**src/rtl/keypad_scan_ctrl_if.sv**
```systemverilog
// Keypad matrix lines and key-delivery handshake between the scan controller and its environment.
interface keypad_scan_ctrl_if;
   logic [3:0] fil;
   logic [3:0] col;
   logic [3:0] tecla;
   logic       tipo;
   logic       key_valid;
   logic       key_ack;
   logic       overrun;
   logic [3:0] pulsacion;

   modport master (
      input  fil, key_ack,
      output col, tecla, tipo, key_valid, overrun, pulsacion
   );

   modport slave (
      output fil, key_ack,
      input  col, tecla, tipo, key_valid, overrun, pulsacion
   );
endinterface

```
**src/rtl/keypad_scan_ctrl.sv**
```systemverilog
// Clocked 4x4 keypad scanner: one-hot column strobe, debounced single-key capture,
// (tecla, tipo) decode, valid/ack delivery and a wrap-around press counter.
module keypad_scan_ctrl #(
   parameter int SCAN_DIV = 4,
   parameter int DEBOUNCE = 3
) (
   input  logic               clk,
   input  logic               rst_n,
   keypad_scan_ctrl_if.master bus
);
   localparam int DW = (SCAN_DIV < 2) ? 1 : $clog2(SCAN_DIV);
   localparam int CW = $clog2(DEBOUNCE + 1);
   localparam logic [DW-1:0] DIV_LAST = DW'(SCAN_DIV - 1);
   localparam logic [CW-1:0] DEB_N    = CW'(DEBOUNCE);

   typedef enum logic [1:0] {
      ST_SCAN     = 2'd0,
      ST_DEBOUNCE = 2'd1,
      ST_HELD     = 2'd2
   } state_t;

   state_t        r_state;
   logic [DW-1:0] r_div;
   logic [CW-1:0] r_cnt;
   logic [3:0]    r_cap;
   logic [3:0]    r_col;
   logic [3:0]    r_tecla;
   logic          r_tipo;
   logic          r_key_valid;
   logic          r_overrun;
   logic [3:0]    r_pulsacion;

   logic          w_sample;
   logic          w_onehot;
   logic          w_press;
   logic [CW-1:0] w_cnt_inc;
   logic [4:0]    w_code;

   function automatic logic f_onehot(input logic [3:0] v);
      return (v != 4'd0) && ((v & (v - 4'd1)) == 4'd0);
   endfunction

   function automatic logic [3:0] f_rotate(input logic [3:0] c);
      return {c[0], c[3:1]};
   endfunction

   // Returns {tipo, tecla}; row bit3 is the top row, column bit3 the left column.
   function automatic logic [4:0] f_decode(input logic [3:0] c, input logic [3:0] r);
      logic [4:0] code;
      case ({c, r})
         8'b1000_1000: code = {1'b1, 4'd1};
         8'b1000_0100: code = {1'b1, 4'd4};
         8'b1000_0010: code = {1'b1, 4'd7};
         8'b1000_0001: code = {1'b0, 4'd10};
         8'b0100_1000: code = {1'b1, 4'd2};
         8'b0100_0100: code = {1'b1, 4'd5};
         8'b0100_0010: code = {1'b1, 4'd8};
         8'b0100_0001: code = {1'b1, 4'd0};
         8'b0010_1000: code = {1'b1, 4'd3};
         8'b0010_0100: code = {1'b1, 4'd6};
         8'b0010_0010: code = {1'b1, 4'd9};
         8'b0010_0001: code = {1'b0, 4'd6};
         8'b0001_1000: code = {1'b0, 4'd0};
         8'b0001_0100: code = {1'b0, 4'd1};
         8'b0001_0010: code = {1'b0, 4'd2};
         8'b0001_0001: code = {1'b0, 4'd3};
         default:      code = {1'b0, 4'd0};
      endcase
      return code;
   endfunction

   // Classify the row sample and decide whether this sample point completes a press.
   always_comb begin
      w_sample  = (r_div == DIV_LAST);
      w_onehot  = f_onehot(bus.fil);
      w_cnt_inc = r_cnt + CW'(1);
      w_code    = f_decode(r_col, bus.fil);
      w_press   = 1'b0;
      if (w_sample && (r_state == ST_SCAN)) begin
         w_press = w_onehot && (DEB_N == CW'(1));
      end else if (w_sample && (r_state == ST_DEBOUNCE)) begin
         w_press = (bus.fil == r_cap) && (w_cnt_inc == DEB_N);
      end else begin
         w_press = 1'b0;
      end
   end

   // Scan sequencer, debounce counters and registered key outputs.
   always_ff @(posedge clk or negedge rst_n) begin
      if (!rst_n) begin
         r_state     <= ST_SCAN;
         r_div       <= {DW{1'b0}};
         r_cnt       <= {CW{1'b0}};
         r_cap       <= 4'd0;
         r_col       <= 4'b1000;
         r_tecla     <= 4'd0;
         r_tipo      <= 1'b0;
         r_key_valid <= 1'b0;
         r_overrun   <= 1'b0;
         r_pulsacion <= 4'd0;
      end else begin
         r_div <= w_sample ? {DW{1'b0}} : (r_div + DW'(1));

         if (w_sample) begin
            case (r_state)
               ST_SCAN: begin
                  if (w_onehot) begin
                     r_cap   <= bus.fil;
                     r_cnt   <= CW'(1);
                     r_state <= ST_DEBOUNCE;
                  end else begin
                     r_col <= f_rotate(r_col);
                  end
               end
               ST_DEBOUNCE: begin
                  if (bus.fil == r_cap) begin
                     r_cnt <= w_cnt_inc;
                  end else begin
                     r_state <= ST_SCAN;
                     r_cnt   <= {CW{1'b0}};
                     r_col   <= f_rotate(r_col);
                  end
               end
               ST_HELD: begin
                  // Multi-hot rows still count as the key being held.
                  if (bus.fil != 4'd0) begin
                     r_cnt <= {CW{1'b0}};
                  end else if (w_cnt_inc == DEB_N) begin
                     r_state <= ST_SCAN;
                     r_cnt   <= {CW{1'b0}};
                     r_col   <= f_rotate(r_col);
                  end else begin
                     r_cnt <= w_cnt_inc;
                  end
               end
               default: begin
                  r_state <= ST_SCAN;
                  r_cnt   <= {CW{1'b0}};
               end
            endcase
         end

         // A press overrides the state update above and wins over a same-cycle ack.
         if (w_press) begin
            r_state     <= ST_HELD;
            r_cnt       <= {CW{1'b0}};
            r_tipo      <= w_code[4];
            r_tecla     <= w_code[3:0];
            r_key_valid <= 1'b1;
            r_pulsacion <= r_pulsacion + 4'd1;
            if (r_key_valid && !bus.key_ack) begin
               r_overrun <= 1'b1;
            end
         end else if (r_key_valid && bus.key_ack) begin
            r_key_valid <= 1'b0;
         end
      end
   end

   assign bus.col       = r_col;
   assign bus.tecla     = r_tecla;
   assign bus.tipo      = r_tipo;
   assign bus.key_valid = r_key_valid;
   assign bus.overrun   = r_overrun;
   assign bus.pulsacion = r_pulsacion;
endmodule

```
**src/flat_wrapper.sv**
```systemverilog
// flat-port wrapper written by rule: the top's interface ports become plain ports
module keypad_scan_ctrl_flat 
#(
   parameter int SCAN_DIV = 4,
   parameter int DEBOUNCE = 3
)
  (clk, rst_n, bus_fil, bus_key_ack, bus_col, bus_tecla, bus_tipo, bus_key_valid, bus_overrun, bus_pulsacion);
  keypad_scan_ctrl_if bus_i ();
  input  logic clk;
  input  logic rst_n;
  input wire logic [$bits(bus_i.fil)-1:0] bus_fil;
  input wire logic [$bits(bus_i.key_ack)-1:0] bus_key_ack;
  output wire logic [$bits(bus_i.col)-1:0] bus_col;
  output wire logic [$bits(bus_i.tecla)-1:0] bus_tecla;
  output wire logic [$bits(bus_i.tipo)-1:0] bus_tipo;
  output wire logic [$bits(bus_i.key_valid)-1:0] bus_key_valid;
  output wire logic [$bits(bus_i.overrun)-1:0] bus_overrun;
  output wire logic [$bits(bus_i.pulsacion)-1:0] bus_pulsacion;
  assign bus_i.fil = bus_fil;
  assign bus_i.key_ack = bus_key_ack;
  assign bus_col = bus_i.col;
  assign bus_tecla = bus_i.tecla;
  assign bus_tipo = bus_i.tipo;
  assign bus_key_valid = bus_i.key_valid;
  assign bus_overrun = bus_i.overrun;
  assign bus_pulsacion = bus_i.pulsacion;
  keypad_scan_ctrl #(.SCAN_DIV(SCAN_DIV), .DEBOUNCE(DEBOUNCE)) u_core (.clk(clk), .rst_n(rst_n), .bus(bus_i));
endmodule
```
**config.mk**
```make
export PLATFORM = sky130hd
export DESIGN_NAME = keypad_scan_ctrl_flat
export DESIGN_NICKNAME = d
export VERILOG_FILES = /design/src/rtl/keypad_scan_ctrl_if.sv /design/src/rtl/keypad_scan_ctrl.sv /design/src/flat_wrapper.sv
export SDC_FILE = /design/constraint.sdc
export NUM_CORES = 1
export LEC_CHECK = 0
export ABC_CLOCK_PERIOD_IN_PS = 4250
export CAP_MARGIN = 20
export CORE_ASPECT_RATIO = 0.6
export CORE_MARGIN = 1
export CORE_UTILIZATION = 34
export DETAILED_ROUTE_END_ITERATION = 6
export GPL_TIMING_DRIVEN = 0
export PLACE_DENSITY = 0.51
export SYNTH_ARGS = -nofsm -noshare
export SYNTH_HDL_FRONTEND = slang
export SYNTH_SLANG_ARGS = --single-unit
```
**constraint.sdc**
```tcl
create_clock -name clk -period 4.25 [get_ports clk]
set_input_delay 0.6375 -clock clk [delete_from_list [all_inputs] [get_ports clk]]
set_output_delay 0.6375 -clock clk [all_outputs]
set_load 0.02 [all_outputs]
```
Yosys cells after proc, flatten, opt, wreduce, memory -nomap -nowiden
Index checks and enable logic that the tools add are counted.

Add/sub/neg operators: 4. Equality and inequality tests: 28. Mux-type cells: 24. Bitwise gates (word level): 1. Reduce and logical (&&, ||, !) cells: 18.

Operators by type and width (count): $pmux W5 S15 (1); $eq A8 B6 Y1 const B (4); $eq A8 B7 Y1 const B (4); $eq A8 B8 Y1 const B (4); $eq A8 B5 Y1 const B (3); $mux W2 (12); $mux W4 (4); $pmux W2 S3 (2); $pmux W4 S3 (1); $eq A2 B2 Y1 const B (3); $logic_and A1 B1 Y1 (6); $ne A2 B2 Y1 const B (3); $ne A3 B1 Y1 const B (2); $ne A3 B2 Y1 const B (2); $reduce_and A6 Y1 (1); $reduce_and A5 Y1 (1); $add A2 B1 Y2 const B (2); $add A4 B1 Y4 const B (1); $and A4 B4 Y4 (1); $eq A4 B4 Y1 (1); $logic_not A4 Y1 (1); $mux W1 (4); $reduce_and A2 Y1 (2); $reduce_bool A2 Y1 (2); other kinds (8) (8).

Flip-flop bits (word level): 25. Bits of input ports: 7. Output and inout port bits: 15. Logic and storage cells: 85.

Longest topological paths before layout
Word-level depth: 8. Depth in mapped cells: 7. Depth with buffers taken out: 7.

Worst setup path before layout
Ideal clock, no wire load.

Path kind: input-to-reg. Start: input port bus_fil[0]. End: register u_core.r_col[0] (netlist: u_core.bus.col[0]). Data arrival time: 2.035 ns. Required time: 4.122 ns. Setup slack: 2.087 ns. Stages on the path: 6. Buffers on the path: 1. Cells stage by stage: buf_6 nor4_4 and2b_1 nand2_2 a2111oi_4 mux2_1.

Cells in the longest elaborated chain, start to end: 6. Elaborated cells on any way between the ends: 10. Those cells by class: add/sub: 1; eq/ne: 4; bitwise: 1; reduce/logical: 4.

RTL lines: from (decl) (line flat_wrapper.sv:11) `input wire logic [$bits(bus_i.fil)-1:0] bus_fil;`; $sub A4 B1 Y4 (line keypad_scan_ctrl.sv:40) `return (v != 4'd0) && ((v & (v - 4'd1)) == 4'd0);`; $and A4 B4 Y4 (line keypad_scan_ctrl.sv:40); $logic_not A4 Y1 (line keypad_scan_ctrl.sv:40); $logic_and A1 B1 Y1 (line keypad_scan_ctrl.sv:40); $ne A2 B2 Y1 (no source line); $reduce_and A6 Y1 (no source line) *; to (signal assigned) (line keypad_scan_ctrl.sv:112) `r_col <= f_rotate(r_col);`; to (signal assigned) (line keypad_scan_ctrl.sv:121) `r_col <= f_rotate(r_col);`; to (signal assigned) (line keypad_scan_ctrl.sv:131) `r_col <= f_rotate(r_col);`; to (decl) (line keypad_scan_ctrl.sv:26) `logic [3:0] r_col;`.

Every way passes the cells marked *; elsewhere a longest branch is shown, timed or not. A chain may end at the register's enable or synchronous reset.

Worst setup path after layout
Start: input port bus_fil[1]. End: register u_core.r_col[1] (netlist: u_core.bus.col[1]).

Same word-level chain as after synthesis.

==> run_summary.xml <==
<?xml version="1.0" encoding="UTF-8"?>
<metrics>
  <group name="power_and_ir_drop">
    <metric name="powerDensity" unit="mW/mm2">255</metric>
    <metric name="power.switching_fraction" unit="%">26.1</metric>
    <metric name="power_report.internal_total" unit="uW">357</metric>
    <metric name="power_frac_seq" unit="%">54.5</metric>
    <metric name="power_frac_comb" unit="%">16.9</metric>
    <metric name="max-vdd-ir-drop" unit="V">0.000163</metric>
    <metric name="power.leakage" unit="nW">0.762</metric>
    <metric name="power.clock.fraction" unit="%">28.5</metric>
    <metric name="net-switching-power" unit="uW">126</metric>
  </group>
  <group name="clock_tree">
    <metric name="cts-buffers-inserted" unit="">3</metric>
    <metric name="cts.repair_timing.setup_buffer_count" unit="">0</metric>
    <metric name="cts_root_buffer" unit="">sky130_fd_sc_hd__clkbuf_8</metric>
    <metric name="post_cts_resize_count" unit="">0</metric>
    <metric name="max-clock-path-buffers" unit="">2</metric>
    <metric name="tritoncts" unit="">done</metric>
    <metric name="cts.sink_count" unit="">25</metric>
    <metric name="hold_bufs_at_cts" unit="">0</metric>
    <metric name="cts.htree.levels" unit="">1</metric>
    <metric name="clk_pin_slew_worst_paths" unit="ns">0.08</metric>
    <metric name="clock_latency" unit="ns">0.26</metric>
  </group>
  <group name="drt">
    <metric name="ant_nets" unit="">0</metric>
    <metric name="routed-wl-met3" unit="um">191</metric>
    <metric name="post_dr_wirelength_cell" unit="um">14.1</metric>
    <metric name="finalWirelength" unit="mm">3.32</metric>
    <metric name="wl_met1" unit="mm">1.72</metric>
    <metric name="drt_pre_antenna_iters" unit="">4</metric>
    <metric name="number_of_vias_after_detailed_routing" unit="">1217</metric>
    <metric name="vias_per_cell" unit="">5.18</metric>
    <metric name="iteration_0_drc_count_of_the_detailed_router" unit="">51</metric>
    <metric name="dr_wl_met2" unit="mm">1.39</metric>
    <metric name="top_layer_used" unit="">met4</metric>
    <metric name="detail_route.drc_violations" unit="">0</metric>
  </group>
  <group name="synthesis">
    <metric name="edff_count_synth" unit="">0</metric>
    <metric name="synth_largest_area_cell" unit="">sky130_fd_sc_hd__dfrtp_1</metric>
    <metric name="synth_top_area_share" unit="%">38.8</metric>
    <metric name="most_frequent_cell_after_synthesis" unit="">sky130_fd_sc_hd__dfrtp_1</metric>
    <metric name="yosys_most_used_dff" unit="">sky130_fd_sc_hd__dfrtp_1</metric>
    <metric name="syn_inst" unit="">150</metric>
    <metric name="yosys-top-cells-area" unit="">sky130_fd_sc_hd__dfrtp_1 39%, sky130_fd_sc_hd__xnor2_1 5.7%, sky130_fd_sc_hd__ha_1 4.0%</metric>
    <metric name="yosysSeqAreaShare" unit="%">40.5</metric>
    <metric name="synth_warnings" unit="">0</metric>
    <metric name="postSynthNetCount" unit="">162</metric>
    <metric name="postSynth.asyncResetShare" unit="%">100</metric>
    <metric name="post_synth_instance_area" unit="mm2">0.00155</metric>
    <metric name="synth_common_cells" unit="">24 x sky130_fd_sc_hd__dfrtp_1, 13 x sky130_fd_sc_hd__nand2_1, 10 x sky130_fd_sc_hd__xnor2_1, 8 x sky130_fd_sc_hd__nor2_1, 8 x sky130_fd_sc_hd__o21ai_0</metric>
    <metric name="synth_area_per_cell" unit="um2">10.3</metric>
    <metric name="flops_latches_synth" unit="">25</metric>
    <metric name="post_synth_num_cell_types" unit="">50</metric>
  </group>
  <group name="setup_path">
    <metric name="worstSetupStartpointType" unit="">input port</metric>
    <metric name="worstSetupPathType" unit="">input port to register</metric>
    <metric name="rr_startpoint" unit="">u_core.r_cnt[0]</metric>
    <metric name="r2r_cells" unit="">6</metric>
    <metric name="register_to_register_path_setup_slack" unit="ns">2.06</metric>
    <metric name="worstSetupEndpointType" unit="">register</metric>
    <metric name="crit_fanout" unit="">6</metric>
    <metric name="critical_path_required" unit="ns">4.40</metric>
    <metric name="critical_path.reg2reg.endpoint" unit="">u_core.bus.tecla[0]</metric>
    <metric name="arrival" unit="ns">2.66</metric>
  </group>
  <group name="global_route">
    <metric name="overflow" unit="">0</metric>
    <metric name="grt_max_degree" unit="">16</metric>
    <metric name="first_pass_grt_wire_length" unit="mm">5.50</metric>
    <metric name="gr-usage-all-layers" unit="%">15.3</metric>
    <metric name="via_count_of_the_first_global_routing_pass" unit="">1139</metric>
    <metric name="antenna_found_initial" unit="">0</metric>
  </group>
  <group name="sta">
    <metric name="maxClockFrequency" unit="MHz">398</metric>
    <metric name="timing.clock.skew" unit="ns">0.00185</metric>
    <metric name="report.final.hold_viol_count" unit="">0</metric>
    <metric name="totalNegativeSetupSlack" unit="ns">0</metric>
    <metric name="measured_slew_at_the_worst_slew_check_pin" unit="ns">0.608</metric>
    <metric name="fin_crit" unit="ns">2.51</metric>
    <metric name="finalHoldWorstSlack" unit="ns">0.427</metric>
    <metric name="finalSetupViolCount" unit="">0</metric>
    <metric name="finalMaxSlewViolations" unit="">0</metric>
    <metric name="min_period_over_period" unit="%">59.1</metric>
    <metric name="timing.max_slew.rel_slack" unit="%">59.4</metric>
    <metric name="rsz0062_at_grt" unit="">false</metric>
  </group>
  <group name="status">
    <metric name="status" unit="">complete, no violations</metric>
  </group>
  <group name="cells_and_area">
    <metric name="synthToLayoutAreaGrowth" unit="%">22.5</metric>
    <metric name="drive_gt1_share" unit="%">12.0</metric>
    <metric name="layout.nets" unit="">188</metric>
    <metric name="finish.instance_area" unit="mm2">0.00189</metric>
    <metric name="antenna_cells_inserted" unit="">0</metric>
  </group>
  <group name="min_path">
    <metric name="timing.hold.worst_endpoint" unit="">u_core.r_div[0]</metric>
    <metric name="timing.hold.worst.class" unit="">register to register</metric>
    <metric name="hold_path.startpoint" unit="">u_core.r_div[0]</metric>
    <metric name="holdPathStages" unit="">1</metric>
  </group>
  <group name="place">
    <metric name="place.port_buffers" unit="">20</metric>
    <metric name="dpl_cell_area" unit="mm2">0.00185</metric>
    <metric name="place.detailed.hpwl" unit="mm">2.58</metric>
    <metric name="gp_congestion" unit="">0.760</metric>
  </group>
  <group name="floorplanning">
    <metric name="io_count" unit="">22</metric>
    <metric name="num_rows" unit="">18</metric>
    <metric name="fp.dieArea" unit="mm2">0.00483</metric>
    <metric name="floorplan.initialDensity" unit="%">36.5</metric>
    <metric name="die_h" unit="um">54.2</metric>
    <metric name="die_width" unit="um">89.1</metric>
    <metric name="coreArea" unit="mm2">0.00423</metric>
  </group>
  <group name="flow_run">
    <metric name="maxCapViolations" unit="">0</metric>
  </group>
</metrics>
## per-layer routing
metal	GRT usage, %	vias to the layer above
li1	-	591
met1	21.8	579
met2	24.2	43
met3	4.22	4
met4	1.59	0
met5	0	-
## layout make-up
cell class,count,area [um2]
clock buffers,4,45.0
well taps,60,75.1
flip-flops and latches,25,627
multi-input cells,110,847
fillers,421,2340
inverters,5,18.8
plain buffers,10,53.8
repair buffers,21,228
## stage by stage
stage	total power, mW	setup WS [ns]	util, %	instances
2_1_floorplan	0.320	2.09	-	150
3_3_place_gp	0.343	1.44	43.0	230
3_5_place_dp	0.350	1.43	43.7	231
4_1_cts	0.494	1.72	44.7	235
5_1_grt	0.511	1.63	44.7	235
6_report	0.482	1.74	44.7	235
## registers in the layout (all words and copies together) (netlist names)
register	flops
u_core.bus.col	4
u_core.bus.pulsacion	4
u_core.bus.tecla	4
u_core.r_cap	4
u_core.r_cnt	2
u_core.r_div	2
u_core.r_state	2
u_core.bus.key_valid	1
u_core.bus.overrun	1
u_core.bus.tipo	1
## worst max-delay path, stage by stage
cell,delay [ns]
sky130_fd_sc_hd__clkdlybuf4s50_1,0.54
sky130_fd_sc_hd__nor4_4,0.36
sky130_fd_sc_hd__and2b_1,0.20
sky130_fd_sc_hd__nand2_2,0.07
sky130_fd_sc_hd__a2111oi_4,0.48
sky130_fd_sc_hd__mux2_1,0.37
## worst max-delay path by stage
| stage | slack (ns) | startpoint | end |
|---|---|---|---|
| finish | 1.74 | bus_fil[1] | u_core.bus.col[1] |
| global route | 1.63 | bus_fil[2] | u_core.bus.col[1] |
| CTS | 1.72 | bus_fil[1] | u_core.bus.col[1] |
| detailed placement | 1.43 | bus_fil[2] | u_core.bus.col[1] |
| global placement | 1.44 | bus_fil[1] | u_core.bus.col[0] |
| floorplan | 2.09 | bus_fil[0] | u_core.bus.col[0] |
## cell families after synthesis
family,synth area share (%)
adder cells (fa/ha/maj),4.05
AND/OR/NAND/NOR,18.9
multiplexers,7.28
AO/OA/AOI/OAI,15.1
flip-flops,40.5
XOR/XNOR,9.55
buffers and inverters,4.69
## placed cells by master (no fill, tap or decap), types with 2 or more instances in the layout
| cell | count |
|---|---|
| sky130_fd_sc_hd__nor2_1 | 8 |
| sky130_fd_sc_hd__buf_4 | 2 |
| sky130_fd_sc_hd__inv_1 | 5 |
| sky130_fd_sc_hd__clkbuf_1 | 7 |
| sky130_fd_sc_hd__ha_1 | 5 |
| sky130_fd_sc_hd__o32ai_1 | 2 |
| sky130_fd_sc_hd__o211ai_1 | 4 |
| sky130_fd_sc_hd__clkdlybuf4s50_1 | 20 |
| sky130_fd_sc_hd__a21oi_1 | 2 |
| sky130_fd_sc_hd__o21ai_0 | 8 |
| sky130_fd_sc_hd__nor3b_1 | 2 |
| sky130_fd_sc_hd__nor2b_1 | 3 |
| sky130_fd_sc_hd__mux2_2 | 5 |
| sky130_fd_sc_hd__nand4_1 | 2 |
| sky130_fd_sc_hd__nor3_1 | 2 |
| sky130_fd_sc_hd__xnor2_1 | 10 |
| sky130_fd_sc_hd__xor2_1 | 5 |
| sky130_fd_sc_hd__dfrtp_1 | 24 |
| sky130_fd_sc_hd__a31oi_1 | 2 |
| sky130_fd_sc_hd__clkbuf_8 | 3 |
| sky130_fd_sc_hd__or4_1 | 2 |
| sky130_fd_sc_hd__nand2_1 | 13 |
| sky130_fd_sc_hd__a32oi_1 | 3 |
| sky130_fd_sc_hd__or3_1 | 2 |
| sky130_fd_sc_hd__mux2_1 | 5 |
| sky130_fd_sc_hd__nor4b_1 | 2 |
## power groups by stage
stage               clock (mW)  combinational [mW]  sequential, mW
global route             0.156              0.0899           0.265
finish                   0.138              0.0817           0.263
global placement             0              0.0762           0.266
detailed placement           0              0.0823           0.268
CTS                      0.149              0.0828           0.263
floorplan                    0              0.0556           0.265
No activity file was read; power rests on OpenSTA's default activity.
